<file path="config.mk">
export PLATFORM = sky130hd
export DESIGN_NAME = rca_nibble_sequencer
export DESIGN_NICKNAME = d
export VERILOG_FILES = /design/src/rtl/rca_nibble_sequencer.sv
export SDC_FILE = /design/constraint.sdc
export NUM_CORES = 1
export LEC_CHECK = 0
export ABC_AREA = 1
export CAP_MARGIN = 10
export CORE_ASPECT_RATIO = 0.7
export CORE_MARGIN = 2
export CORE_UTILIZATION = 35
export CTS_CLUSTER_DIAMETER = 40
export DETAILED_ROUTE_END_ITERATION = 10
export GPL_TIMING_DRIVEN = 0
export SLEW_MARGIN = 20
export SYNTH_ARGS = -nofsm -noshare
export SYNTH_HDL_FRONTEND = slang
export SYNTH_SLANG_ARGS = --single-unit
export TNS_END_PERCENT = 50
</file>
<file path="constraint.sdc">
create_clock -name clk -period 1.64 [get_ports clk]
set_input_delay 0.164 -clock clk [delete_from_list [all_inputs] [get_ports clk]]
set_output_delay 0.164 -clock clk [all_outputs]
set_load 0.1 [all_outputs]
</file>
<file path="src/rtl/rca_nibble_sequencer.sv">
// Sequences a 4-bit combinational ripple_carry_adder over NIBBLES nibbles, injecting carry via a second pass.
// Optional RCA_SKIP_ZERO_CARRY_EN: nibbles entered with zero carry skip the carry pass.
module rca_nibble_sequencer #(
    parameter int unsigned NIBBLES = 4
) (
    input  logic                 clk,
    input  logic                 rst_n,
    input  logic                 start_valid,
    output logic                 start_ready,
    input  logic [4*NIBBLES-1:0] op_a,
    input  logic [4*NIBBLES-1:0] op_b,
    input  logic                 cin,
    output logic [3:0]           rca_in0,
    output logic [3:0]           rca_in1,
    input  logic [3:0]           rca_out,
    input  logic                 rca_cout,
    output logic [4*NIBBLES-1:0] sum,
    output logic                 carry_out,
    output logic                 done
);

    localparam int unsigned W  = 4 * NIBBLES;
    localparam int unsigned IW = (NIBBLES > 1) ? $clog2(NIBBLES) : 1;
    localparam logic [IW-1:0] LAST = IW'(NIBBLES - 1);

    typedef enum logic [1:0] {
        S_IDLE,
        S_ADD,
        S_CARRY,
        S_DONE
    } state_t;

    state_t          state, state_nx;
    logic [W-1:0]    a_q, b_q;
    logic [3:0]      t_q;
    logic            c_q, c1_q;
    logic [IW-1:0]   i_q;
    logic [IW+1:0]   base;
    logic            last;
    logic            c_new;

    assign base  = {i_q, 2'b00};
    assign last  = (i_q == LAST);
    assign c_new = c1_q | rca_cout;

    always_comb begin
        state_nx    = state;
        rca_in0     = '0;
        rca_in1     = '0;
        start_ready = 1'b0;
        done        = 1'b0;
        case (state)
            S_IDLE: begin
                start_ready = 1'b1;
                if (start_valid) state_nx = S_ADD;
            end
            S_ADD: begin
                rca_in0 = a_q[base +: 4];
                rca_in1 = b_q[base +: 4];
`ifdef RCA_SKIP_ZERO_CARRY_EN
                if (!c_q) state_nx = last ? S_DONE : S_ADD;
                else      state_nx = S_CARRY;
`else
                state_nx = S_CARRY;
`endif
            end
            S_CARRY: begin
                rca_in0  = t_q;
                rca_in1  = {3'b000, c_q};
                state_nx = last ? S_DONE : S_ADD;
            end
            S_DONE: begin
                done     = 1'b1;
                state_nx = S_IDLE;
            end
            default: state_nx = S_IDLE;
        endcase
    end

    always_ff @(posedge clk or negedge rst_n) begin
        if (!rst_n) begin
            state     <= S_IDLE;
            a_q       <= '0;
            b_q       <= '0;
            t_q       <= '0;
            c_q       <= 1'b0;
            c1_q      <= 1'b0;
            i_q       <= '0;
            sum       <= '0;
            carry_out <= 1'b0;
        end else begin
            state <= state_nx;
            case (state)
                S_IDLE: begin
                    if (start_valid) begin
                        a_q       <= op_a;
                        b_q       <= op_b;
                        c_q       <= cin;
                        i_q       <= '0;
                        sum       <= '0;
                        carry_out <= 1'b0;
                    end
                end
                S_ADD: begin
`ifdef RCA_SKIP_ZERO_CARRY_EN
                    // With no incoming carry the first pass is already the final nibble result.
                    if (!c_q) begin
                        sum[base +: 4] <= rca_out;
                        c_q            <= rca_cout;
                        if (last) carry_out <= rca_cout;
                        else      i_q       <= i_q + 1'b1;
                    end else begin
                        t_q  <= rca_out;
                        c1_q <= rca_cout;
                    end
`else
                    t_q  <= rca_out;
                    c1_q <= rca_cout;
`endif
                end
                S_CARRY: begin
                    sum[base +: 4] <= rca_out;
                    c_q            <= c_new;
                    if (last) carry_out <= c_new;
                    else      i_q       <= i_q + 1'b1;
                end
                default: ;
            endcase
        end
    end

endmodule

</file>
==> impl_metrics.ini, run 1 <==
[worst_setup_path]
cp_max_fo = 3
crit_path_end_kind = output pin
reg2reg_depth = 7
crit_path_top_delay_cell = dfrtp_1
crit_path_max_incr_delay_ns = 0.40
crit_arrival_ns = 1.62
cp-start-kind = flip-flop
rrSetupSlack_ns = 0.11
r2r-end = sum[4]$_DFFE_PN0P_
r2r-start = i_q[1]$_DFFE_PN0P_
required_ns = 1.48
worstSetupPathType = flip-flop to output pin
path_cells = inv_2, ha_4, nand2_8, a21oi_2, buf_12

[cts]
clockRootBuffer = clkbuf_16
cts_buffers = 9
clkTransAtPathRegs_ns = 0.05
clock_path_buffers = 2
cts.sinks = 59
htreeDepth = 3
cts_tree = yes
clock_latency_ns = 0.32

[job]
drv_cap = 0

[synthesis]
netlist_top_cells_count = 193 x nand2_1, 59 x dfrtp_1, 30 x nand3_1
ys_seq_elements = 59
yosysSeqAreaShare_pct = 50.0
synthTopCellsByArea = dfrtp_1 50%, nand2_1 25%, nand3_1 5.1%
ys_dominant_reg_cell = dfrtp_1
avgSynthCellArea_um2 = 7.59
syn_inst = 389
synth.largest_area_cell = dfrtp_1
netlist_area_um2 = 2950
synth_edf_count = 0
yosysWarnings = 0
async_flop_share_pct = 100
ys_types = 21
syn-num-nets = 440
synth.most_common_cell = nand2_1
synth_top_area_share_pct = 50.0

[pwr]
ir_drop_uv = 1040
p_sw_mw = 4.35
comb_power_share_pct = 56.2
p_leak_nw = 2.17
pwr-share-seq_pct = 25.1
p_sw_share_pct = 47.5
powerDensity_nw_per_um2 = 2040
p_clk_share_pct = 18.7
p_int_mw = 4.81
totalPowerFinal_mw = 9.16

[sta]
grt_setup_unrepaired = true
period_minus_slack_ns = 1.78
hold_violations = 0
fin_crit_sh_pct = 109
fin_skew_ns = 0.00456
slew_headroom_pct = 63.6
drv_slew = 0
finalSetupTns_ns = -0.994
timing.fmax_mhz = 561
finalWorstSetupSlack_ns = -0.141
tightest_slew_ns = 0.549
setup_viol = 8

[routing]
drt_pass1_iterations = 5
drtAntennaViolNets = 0
drc = 0
vias = 2714
wire_per_inst_um = 13.5
viasPerCell = 4.64
wirelength_mm = 7.89
drt-initial-drc-count = 160

[die]
core-area_um2 = 8010
ios = 68
row_count = 27
dieArea_um2 = 9200
start_util_pct = 36.9
fp.dieW_um = 114
fp.dieH_um = 80.8

[layout]
multi_input_area_um2 = 1490
diodes = 0
seq_area_um2 = 1480
fin_nets = 530
num-fill-cells = 712
syn2layout_area_growth_pct = 51.8
drive_above_1_share_pct = 23.3

[hold_path]
hold_path.class = input port to asynchronous set/reset pin

[grt]
grt_max_degree = 37
antenna_found_initial = 0
grt.total_usage_pct = 18.5
grt_pass1_vias = 2639
grt_overflow_total = 0
grt_pass1_wl_mm = 13.1

[placed_design]
place_hpwl_mm = 5.53
place_congestion = 0.779
place.port_buffers = 67

[outcome]
violations = setup timing
outcome = finished, violations left
## how the worst max path moves through the flow
| stage | from | to | slack, ns |
|---|---|---|---|
| 6_report | state[1]$_DFFE_PN0P_ | rca_in1[1] | -0.14 |
| 3_3_place_gp | rst_n | sum[3]$_DFFE_PN0P_ | -1.52 |
| 2_1_floorplan | state[1]$_DFFE_PN0P_ | rca_in1[1] | -0.24 |
| 4_1_cts | state[1]$_DFFE_PN0P_ | rca_in1[0] | -0.14 |
| 5_1_grt | state[1]$_DFFE_PN0P_ | rca_in0[1] | -0.20 |
| 3_5_place_dp | state[1]$_DFFE_PN0P_ | rca_in1[0] | -1.11 |
## area by class of cell
cell class,count,share of cell area (%)
clock inverter,2,0.223
inverter,34,3.77
clock buffer,14,5.89
multi-input combinational,286,33.2
sequential,59,33.0
tap,101,2.82
timing repair buffer,79,19.4
buffer,10,1.65
## cell usage in the layout (no fill, tap or decap), drive strengths merged
| master | netlist | layout |
|---|---|---|
| dfrtp | 59 | 59 |
| dlygate4sd3 | 0 | 1 |
| clkinvlp | 0 | 1 |
| clkdlybuf4s15 | 0 | 17 |
| inv | 33 | 31 |
| buf | 8 | 29 |
| nand3 | 30 | 30 |
| nand3b | 4 | 4 |
| nand2 | 199 | 199 |
| a21oi | 6 | 6 |
| clkdlybuf4s50 | 0 | 39 |
| o21ai | 19 | 19 |
| nor2 | 18 | 18 |
| ha | 10 | 10 |
| clkbuf | 2 | 17 |
| clkinv | 1 | 4 |
## power by group through the flow
stage	combinational (mW)	sequential, mW	clock (mW)
4_1_cts	4.76	2.28	1.76
5_1_grt	5.58	2.37	1.82
3_3_place_gp	4.08	2.30	0
6_report	5.14	2.30	1.72
2_1_floorplan	2.74	2.68	0
3_5_place_dp	4.14	2.31	0
## logic make-up after synthesis
logic type,after synthesis,share of synthesized area (%)
compound gates,25,4.37
fa+ha+maj,10,4.24
buf+inv,44,6.40
flops,59,50.0
simple gates,251,35.0
## worst max-delay path: cells and delay by family (launching register included)
family / cells / cell delay, ns
fa+ha+maj: 1 / 0.32
buf+inv: 2 / 0.30
compound gates: 1 / 0.20
simple gates: 1 / 0.08
flops: 1 / 0.40
## stage by stage
stage	instance area (um2)	instances	setup slack, ns	util, %	hold WS [ns]
6_report	4480	585	-0.141	56.0	0.290
5_1_grt	4480	585	-0.197	56.0	0.309
4_1_cts	4330	582	-0.143	54.1	0.290
3_5_place_dp	3790	558	-1.11	47.4	0.0914
3_3_place_gp	3770	557	-1.52	47.1	0.454
2_1_floorplan	2980	389	-0.242	-	-0.132
## metal layers
metal	vias up	global-route usage, %	part of all wire, %
met5	-	0	0
met4	0	5.12	0.84
met3	4	5.45	5.8
met2	64	26.9	41
met1	1261	26.7	52
li1	1385	-	-
## registers in the layout (all words and copies together), names as in the netlist
register and flops:
i_q 2, a_q 16, c_q 1, c1_q 1, t_q 4, b_q 16
sum 16, state 2, carry_out 1
## repair_timing
item,4_1_cts,5_1_grt
hold endpoints to repair,23,0
pin swaps,13,10
endpoints found under the setup margin,44,25
setup buffers,7,3
gates resized for setup,161,33
hold buffers,1,0
Note: power is estimated with default switching activity, not from simulation.
==> run 2: changes to the inputs <==
--- a/config.mk
+++ b/config.mk
@@ -6,7 +6,8 @@
 export NUM_CORES = 1
 export LEC_CHECK = 0
 export ABC_AREA = 1
-export CAP_MARGIN = 10
+export ABC_CLOCK_PERIOD_IN_PS = 1640
+export CAP_MARGIN = 25
 export CORE_ASPECT_RATIO = 0.7
 export CORE_MARGIN = 2
 export CORE_UTILIZATION = 35
==> results of run 2 <==
Same layout as run 1: the final DEF is identical, and so are final timing and power.
